--- src/rtl/ddr3_rd_capture.sv ---
// ddr3_rd_capture
//   Read-data capture stage behind the per-lane DDR IOBs. Each accepted BL8
//   read command travels through a fixed-latency pipe. Its capture window
//   then collects 4 PCLK cycles x 2 beats into one wide burst word. The
//   word is queued in a small FIFO for the consumer. The DRAM side cannot
//   be stalled, so flow control is done with credits (rd_ready_o).
//
// Parameters
//   WIDTH       DQ lanes
//   RD_LAT      PCLK cycles from accepted rd_cmd_i to first beat pair (>= 2)
//   FIFO_ABITS  log2 of FIFO depth in bursts
//
// Ports
//   PCLK         fabric clock
//   RESET        synchronous, active-high reset
//   lat_trim_i   extra latency 0..7 (only with DDR3_RDCAP_TRIM_EN)
//   rd_cmd_i     one BL8 read issued this cycle
//   rd_ready_o   credit available (FIFO count + in-flight bursts < depth)
//   dq_q0_i      even beat per lane
//   dq_q1_i      odd beat per lane
//   m_valid_o    burst word available
//   m_ready_i    consumer accepts word when m_valid_o && m_ready_i
//   m_data_o     burst word, beat b at [b*WIDTH +: WIDTH]
//   busy_o       a burst is in the latency pipe or capture window
//   overflow_o   sticky: a burst was dropped on a full FIFO
//   proto_err_o  sticky: rd_cmd_i arrived less than 4 cycles after the last one
//
// Configuration macro
//   DDR3_RDCAP_TRIM_EN  adds lat_trim_i; latency = RD_LAT + trim. The trim
//                       value is captured only while idle.

module ddr3_rd_capture #(
    parameter int WIDTH      = 16,
    parameter int RD_LAT     = 8,
    parameter int FIFO_ABITS = 2
) (
    input  logic                 PCLK,
    input  logic                 RESET,
`ifdef DDR3_RDCAP_TRIM_EN
    input  logic [2:0]           lat_trim_i,
`endif
    input  logic                 rd_cmd_i,
    output logic                 rd_ready_o,
    input  logic [WIDTH-1:0]     dq_q0_i,
    input  logic [WIDTH-1:0]     dq_q1_i,
    output logic                 m_valid_o,
    input  logic                 m_ready_i,
    output logic [8*WIDTH-1:0]   m_data_o,
    output logic                 busy_o,
    output logic                 overflow_o,
    output logic                 proto_err_o
);

    localparam int DEPTH = 1 << FIFO_ABITS;
`ifdef DDR3_RDCAP_TRIM_EN
    localparam int PIPE_LEN = RD_LAT + 7;
`else
    localparam int PIPE_LEN = RD_LAT;
`endif
    localparam logic [FIFO_ABITS:0] DEPTH_C = (FIFO_ABITS+1)'(DEPTH);

    logic [PIPE_LEN-1:0]   pipe_q, pipe_d;
    logic [1:0]            gap_q, gap_d;
    logic                  win_q, win_d;
    logic [1:0]            beat_q, beat_d;
    logic                  wr_pend_q, wr_pend_d;
    logic [8*WIDTH-1:0]    asm_q, asm_d;
    logic [8*WIDTH-1:0]    mem_q [DEPTH];
    logic [8*WIDTH-1:0]    mem_d [DEPTH];
    logic [FIFO_ABITS-1:0] wptr_q, wptr_d, rptr_q, rptr_d;
    logic [FIFO_ABITS:0]   count_q, count_d;
    logic [7:0]            infl_q, infl_d;
    logic                  ready_q, ready_d;
    logic                  ovf_q, ovf_d;
    logic                  perr_q, perr_d;
`ifdef DDR3_RDCAP_TRIM_EN
    logic [2:0]            trim_q, trim_d;
`endif

    logic       accept, start, cap_en, pop, push, drop;
    logic [1:0] cap_idx;
    logic [8:0] credit_sum;

    assign busy_o      = (|pipe_q) || win_q;
    assign m_valid_o   = (count_q != '0);
    assign m_data_o    = mem_q[rptr_q];
    assign rd_ready_o  = ready_q;
    assign overflow_o  = ovf_q;
    assign proto_err_o = perr_q;

    always_comb begin
        pipe_d    = pipe_q >> 1;
        gap_d     = gap_q;
        win_d     = win_q;
        beat_d    = beat_q;
        asm_d     = asm_q;
        mem_d     = mem_q;
        wptr_d    = wptr_q;
        rptr_d    = rptr_q;
        count_d   = count_q;
        infl_d    = infl_q;
        ovf_d     = ovf_q;
        perr_d    = perr_q;
`ifdef DDR3_RDCAP_TRIM_EN
        trim_d    = busy_o ? trim_q : lat_trim_i;
`endif

        // spacing down-counter: zero means a new command may be accepted
        accept = rd_cmd_i && (gap_q == 2'd0);
        if (accept)
            gap_d = 2'd3;
        else if (gap_q != 2'd0)
            gap_d = gap_q - 2'd1;
        if (rd_cmd_i && !accept)
            perr_d = 1'b1;

        // commands enter the pipe at the tap matching their latency and
        // shift toward bit 0, which marks the first capture cycle
`ifdef DDR3_RDCAP_TRIM_EN
        for (int i = 0; i < 8; i++) begin
            if (accept && (trim_q == 3'(i)))
                pipe_d[RD_LAT-1+i] = 1'b1;
        end
`else
        if (accept)
            pipe_d[RD_LAT-1] = 1'b1;
`endif

        start   = pipe_q[0];
        cap_en  = start || win_q;
        cap_idx = start ? 2'd0 : beat_q;
        for (int k = 0; k < 4; k++) begin
            if (cap_en && (cap_idx == 2'(k))) begin
                asm_d[(2*k)*WIDTH   +: WIDTH] = dq_q0_i;
                asm_d[(2*k+1)*WIDTH +: WIDTH] = dq_q1_i;
            end
        end

        // command spacing guarantees a new window never starts while one is open
        if (start) begin
            win_d  = 1'b1;
            beat_d = 2'd1;
        end else if (win_q) begin
            if (beat_q == 2'd3) begin
                win_d  = 1'b0;
                beat_d = 2'd0;
            end else begin
                beat_d = beat_q + 2'd1;
            end
        end
        wr_pend_d = win_q && (beat_q == 2'd3);

        // a pop on the same edge frees the slot for an otherwise-full write
        pop  = (count_q != '0) && m_ready_i;
        push = wr_pend_q && ((count_q != DEPTH_C) || pop);
        drop = wr_pend_q && (count_q == DEPTH_C) && !pop;

        if (push) begin
            mem_d[wptr_q] = asm_q;
            wptr_d        = wptr_q + 1'b1;
        end
        if (pop)
            rptr_d = rptr_q + 1'b1;
        case ({push, pop})
            2'b10:   count_d = count_q + 1'b1;
            2'b01:   count_d = count_q - 1'b1;
            default: count_d = count_q;
        endcase
        if (drop)
            ovf_d = 1'b1;

        infl_d     = infl_q + {7'd0, accept} - {7'd0, wr_pend_q};
        credit_sum = 9'(count_d) + 9'(infl_d);
        ready_d    = credit_sum < 9'(DEPTH);
    end

    always_ff @(posedge PCLK) begin
        if (RESET) begin
            pipe_q    <= '0;
            gap_q     <= '0;
            win_q     <= 1'b0;
            beat_q    <= '0;
            wr_pend_q <= 1'b0;
            asm_q     <= '0;
            for (int i = 0; i < DEPTH; i++)
                mem_q[i] <= '0;
            wptr_q    <= '0;
            rptr_q    <= '0;
            count_q   <= '0;
            infl_q    <= '0;
            ready_q   <= 1'b0;
            ovf_q     <= 1'b0;
            perr_q    <= 1'b0;
`ifdef DDR3_RDCAP_TRIM_EN
            trim_q    <= '0;
`endif
        end else begin
            pipe_q    <= pipe_d;
            gap_q     <= gap_d;
            win_q     <= win_d;
            beat_q    <= beat_d;
            wr_pend_q <= wr_pend_d;
            asm_q     <= asm_d;
            mem_q     <= mem_d;
            wptr_q    <= wptr_d;
            rptr_q    <= rptr_d;
            count_q   <= count_d;
            infl_q    <= infl_d;
            ready_q   <= ready_d;
            ovf_q     <= ovf_d;
            perr_q    <= perr_d;
`ifdef DDR3_RDCAP_TRIM_EN
            trim_q    <= trim_d;
`endif
        end
    end

endmodule

--- config.mk ---
export PLATFORM = sky130hd
export DESIGN_NAME = ddr3_rd_capture
export DESIGN_NICKNAME = d
export VERILOG_FILES = /design/src/rtl/ddr3_rd_capture.sv
export SDC_FILE = /design/constraint.sdc
export NUM_CORES = 1
export LEC_CHECK = 0
export CAP_MARGIN = 30
export CORE_MARGIN = 10
export CORE_UTILIZATION = 46
export DETAILED_ROUTE_END_ITERATION = 6
export GPL_TIMING_DRIVEN = 0
export HOLD_SLACK_MARGIN = 0.08
export PLACE_DENSITY = 0.7
export SYNTH_ARGS = -nofsm -noshare
export SYNTH_HDL_FRONTEND = slang
export SYNTH_SLANG_ARGS = --single-unit
--- constraint.sdc ---
create_clock -name PCLK -period 2.9 [get_ports PCLK]
set_clock_uncertainty 0.05 [all_clocks]
set_input_delay 0.435 -clock PCLK [delete_from_list [all_inputs] [get_ports PCLK]]
set_output_delay 0.435 -clock PCLK [all_outputs]
set_load 0.05 [all_outputs]
# ---- Word level (Yosys, flattened, before mapping)
# Index checks and enable logic that the tools add are counted.
# W data, S select, Z words.
dict set report classes {
  magnitude_cmp 4
  bitwise 2
  eq_ne 8
  n_reduce_logical 25
  mux 17
  addsub 9
}
# operator n
set ops {}
lappend ops {{$bwmux W512} 1}
lappend ops {{$mux W128} 3}
lappend ops {{$bmux W128 S2} 1}
lappend ops {{$demux W128 S2} 1}
lappend ops {{$logic_and A1 B1 Y1} 12}
lappend ops {{$add A3 B8 Y9} 1}
lappend ops {{$lt A9 B3 Y1 const B} 1}
lappend ops {{$add A8 B1 Y8} 1}
lappend ops {{$eq A2 B2 Y1 const B} 4}
lappend ops {{$mux W2} 4}
lappend ops {{$reduce_or A8 Y1} 1}
lappend ops {{$sub A8 B1 Y8} 1}
lappend ops {{$add A2 B1 Y2 const B} 3}
lappend ops {{$ge A3 B3 Y1 const B} 2}
lappend ops {{$mux W1} 6}
lappend ops {{$not A2 Y3} 2}
lappend ops {{$pmux W3 S2} 1}
lappend ops {{$reduce_bool A2 Y1} 3}
lappend ops {{$eq A2 B1 Y1 const B} 2}
lappend ops {{$logic_not A2 Y1} 2}
lappend ops {{$add A3 B1 Y3 const B} 1}
lappend ops {{$eq A3 B3 Y1 const B} 1}
lappend ops {{$logic_or A1 B1 Y1} 3}
lappend ops {{$lt A3 B1 Y1 const B} 1}
lappend ops {{other kinds (6)} 7}
dict set report totals {
  word_cells 86
  output_inout_bits 133
  regBits 672
}

# ---- Logic depth before layout (Yosys ltp)
dict set report depth {
  word_depth 8
  depth_mapped 15
}

# ---- Worst setup path after synthesis
# OpenSTA, ideal clock, no wires.
dict set report synth_timing {
  kind {register to register}
  startpoint {register count_q[0]}
  endpoint {register ready_q (netlist: rd_ready_o)}
  required_time_ps 2759
  stages_incl_launch_ff 14
  synth_period_minus_slack_ps 3062
  arrival_ps 2921
  path_slack_ps -162
  path_cell_list {dfxtp_1 -> or3_1 -> and2_1 -> ha_1 -> inv_1 -> fa_1 -> xor2_1 -> nor2_1 -> xor2_1 -> ha_1 -> xnor2_1 -> nor3_1 -> a31oi_1 -> nor4bb_1}
}
dict set report synth_between {
  elab_chain_len 8
  word_cells_on_any_way 12
  cone_classes {add/sub (3); order compare (1); eq/ne (3); mux (1); reduce/logical (4)}
}
# item line_no
set synth_rtl {}
lappend synth_rtl {{from (decl)} 71} ;# logic [FIFO_ABITS:0] count_q, count_d;
lappend synth_rtl {{from (signal assigned)} 207} ;# count_q <= count_d;
lappend synth_rtl {{$reduce_bool A3 Y1 (*)} n/a}
lappend synth_rtl {{net m_valid_o} 46} ;# output logic m_valid_o,
lappend synth_rtl {{$logic_and A1 B1 Y1 (*)} 154} ;# pop = (count_q != '0) && m_ready_i;
lappend synth_rtl {{net pop} 80} ;# logic accept, start, cap_en, pop, push, drop;
lappend synth_rtl {{$logic_or A1 B1 Y1} 155} ;# push = wr_pend_q && ((count_q != DEPTH_C) || pop);
lappend synth_rtl {{$logic_and A1 B1 Y1} 155}
lappend synth_rtl {{$eq A2 B1 Y1 / $eq A2 B2 Y1 (equally long branches)} 164} ;# case ({push, pop})
lappend synth_rtl {{$pmux W3 S2 (*)} 164}
lappend synth_rtl {{$add A3 B8 Y9 (*)} 173} ;# credit_sum = 9'(count_d) + 9'(infl_d);
lappend synth_rtl {{$lt A9 B3 Y1 (*)} 174} ;# ready_d = credit_sum < 9'(DEPTH);
lappend synth_rtl {{to (signal assigned)} 209} ;# ready_q <= ready_d;
lappend synth_rtl {{to (decl)} 73} ;# logic ready_q, ready_d;
# The timed path passes the listed nets; every way through them passes the cells marked *.
# A chain may end at the register's enable or synchronous reset.

# ---- Final worst setup path
dict set report layout_timing {
  startpoint {register rptr_q[1]}
  endpoint {output port m_data_o[22]}
}
dict set report layout_between {
  elab_chain_len 4
}
# item line_no
set layout_rtl {}
lappend layout_rtl {{from (decl)} 70} ;# logic [FIFO_ABITS-1:0] wptr_q, wptr_d, rptr_q, rptr_d;
lappend layout_rtl {{from (signal assigned)} 206} ;# rptr_q <= rptr_d;
lappend layout_rtl {{$not A2 Y3 (implied by the code)} 86} ;# assign m_data_o = mem_q[rptr_q];
lappend layout_rtl {{$bmux W128 S2} 86}
lappend layout_rtl {{$mux W128 (implied by the code) (2 in a row)} 86}
lappend layout_rtl {{to (decl)} 48} ;# output logic [8*WIDTH-1:0] m_data_o,
# Every way passes these cells. The select of a mux whose other input is x is not followed.

==> results.yml <==
outcome:
  status: "finished clean"
global_routing:
  gr-total-overflow: 0
  grt_max_degree: 16
  grt_pass1_wl_um: 133000
  track_usage_pct: 24.4
  grt_pass1_vias: 22357
  antenna_found_initial: 0
detailed_routing:
  firstDrtPassIters: 5
  vias_per_cell: 5.51
  drc_errors: 0
  drtIter0Drc: 2036
  routedWlPerCell_um: 21.0
  antenna_left: 0
  num_vias: 23125
  routed_wl_um: 88000
timing:
  tightest_slew_ps: 1060
  holdWs_ps: 202
  hold_violations: 0
  timing.final.crit_share_pct: 99.4
  setup_violations: 0
  slew_headroom_pct: 29.4
  rsz0062_at_grt: "true"
  slew_viol_final: 0
  clock.fmax_mhz: 347
  fin_tns_setup_ps: 0
  fin_crit_ps: 2880
place:
  place_inst: 4060
  hpwl_um: 58400
  gp_congestion: 0.863
  placed_cell_area_um2: 30300
  io_buffer_count: 167
synth:
  synthFlopType: "dfxtp_1"
  syn_area_um2: 27600
  ys_ff_latch: 672
  synth_top_area_share_pct: 48.7
  avgSynthCellArea_um2: 8.86
  synth_seq_area_share_pct: 48.7
  synth_async_sr_flop_share_pct: 0
  synth_area_leader_cell: "dfxtp_1"
  synth_area_leaders: "dfxtp_1 (49%), nand2_1 (17%), mux4_2 (10%), a21oi_1 (9.9%), buf_6 (3.5%)"
  synth_edf_count: 0
  synth_cell_types: 42
  yosysWarnings: 0
  syn-instance-count: 3119
  syn_nets: 3174
setup_path:
  cp-endpoint: "m_data_o[22]"
  r2r_cells: 15
  worst-setup-path-type: "reg -> out"
  reg2reg_slack_ps: 60
  required_ps: 2410
  start_kind: "flip-flop"
  crit_start: "rptr_q[1]$_SDFFE_PP0P_"
  endpoint_kind: "output pin"
  rr_endpoint: "rd_ready_o$_SDFF_PP0_"
  worst-path-max-fanout: 10
  cp_data_arrival_time_ps: 2400
  timing.rr.start: "gap_q[0]$_SDFFE_PP0P_"
clock_tree:
  cts_made_buffers: 72
  cts_max_path_buffers: 3
  cts_hold_buf: 0
  clk_pin_slew_ps: 60
  cts_root_buf: "clkbuf_16"
  htreeDepth: 3
  clk_latency_ps: 620
  cts.sinks: 672
  cts_tree: "built"
power_and_ir_drop:
  peakVddDrop_mv: 0.664
  p_per_area_nw_per_um2: 607
  p_leak_nw: 10.8
cells_and_area:
  layout_commonest_cell: "nand2_1"
  most-common-layout-cells: "nand2_1 (1245), dfxtp_1 (666), a21oi_1 (547), mux4_2 (128), clkbuf_1 (112)"
  area_delta_synth_final_pct: 19.3
  fin_nets: 3425
  layout-drive-gt1-share_pct: 20.1
  postLayoutCoreUtil_pct: 55.7
  diodes: 0
  fin_cells: 4199
  multi_input_area_um2: 12400
  ff_latch_area_um2: 13500
  nFillCells: 5306
  fin_area_um2: 33000
floorplanning:
  start_util_pct: 46.6
  fp.dieH_um: 265
  row_count: 89
  core_um2: 59200
  die_x_um: 265
  ios: 169
  die_area_um2: 70300
hold_path:
  worst_hold_path_type: "in -> reg"
run:
  maxCapViolations: 0
## where the power goes
part           total, mW  switching, mW  internal (mW)
sequential          9.32         0.0296           9.29
clock               9.65           3.87           5.78
combinational       1.04          0.683          0.358
## sequential cells by signal (all words and copies together), names as in the netlist
register and count:
infl_q 8, pipe_q 8, beat_q 2, proto_err_o 1
overflow_o 1, gap_q 2, rptr_q 2, win_q 1
count_q 3, wr_pend_q 1, asm_q 128, rd_ready_o 1
mem_q 512, wptr_q 2
## synthesized netlist by cell type (all sizes together), types with 2 or more instances
library cell and n:
a211oi 2, a21o 2, a21oi 648, and2 5, buf 137, clkbuf 108
dfxtp 672, fa 2, ha 17, inv 21, mux2i 2, mux4 128
nand2 1290, nand2b 3, nand3 4, nor2 29, nor2b 16, nor3 3
o21ai 2, or2 2, xnor2 8, xor2 7
## timing repair
| action | 4_1_cts | 5_1_grt |
|---|---|---|
| pin swaps | 8 | 13 |
| gates resized for setup | 437 | 67 |
| buffers inserted | 7 | 4 |
| endpoints found under the setup margin | 129 | 24 |
## how the worst min path moves through the flow
| stage | cells past startpoint | start | slack, ps | endpoint |
|---|---|---|---|---|
| 2_1_floorplan | 2 | mem_q[128]$_SDFFE_PP0P_ | 380 | mem_q[128]$_SDFFE_PP0P_ |
| 3_3_place_gp | 2 | mem_q[29]$_SDFFE_PP0P_ | 390 | mem_q[29]$_SDFFE_PP0P_ |
| 3_5_place_dp | 2 | mem_q[134]$_SDFFE_PP0P_ | 390 | mem_q[134]$_SDFFE_PP0P_ |
| 4_1_cts | 4 | RESET | 170 | rd_ready_o$_SDFF_PP0_ |
| 5_1_grt | 4 | RESET | 220 | rd_ready_o$_SDFF_PP0_ |
| 6_report | 4 | RESET | 200 | rd_ready_o$_SDFF_PP0_ |
## critical path: stages, from the launching register on
cell and delay, ps:
dfxtp_1 350, clkbuf_4 240, buf_8 180, buf_4 230, mux4_2 330, dlygate4sd2_1 440
## final cells by class
class | count | area share, %
tap | 773 | 2.93
timing repair buffer | 179 | 4.96
inverter | 21 | 0.247
clock inverter | 27 | 0.971
clock buffer | 103 | 6.60
multi-input combinational | 2181 | 37.8
sequential | 672 | 40.8
buffer | 243 | 5.71
## metal layers
metal | wire length [um] | vias to the layer above | track usage [%]
met2 | 40800 | 890 | 39.5
met5 | 0 | - | 0
met4 | 2650 | 0 | 8.12
met3 | 8340 | 150 | 5.98
met1 | 36200 | 11258 | 31.5
li1 | - | 10827 | -
## stage by stage
step	setup slack [ps]	power [mW]
6_report	16.1	20.0
5_1_grt	-108	20.5
4_1_cts	-102	20.0
3_5_place_dp	-919	10.5
3_3_place_gp	-889	10.5
2_1_floorplan	-43.5	10.1
## logic make-up (layout without fill, tap and decap cells)
family | Yosys count | in the layout | synth area share [%]
adder cells (fa/ha/maj) | 19 | 19 | 0.915
flip-flops | 672 | 672 | 48.7
XOR/XNOR | 15 | 15 | 0.475
AO/OA/AOI/OAI | 659 | 659 | 13.4
multiplexers | 130 | 130 | 10.5
AND/OR/NAND/NOR | 1358 | 1358 | 19.3
buffers and inverters | 266 | 573 | 6.71
Power figures use the tool's default switching activity.
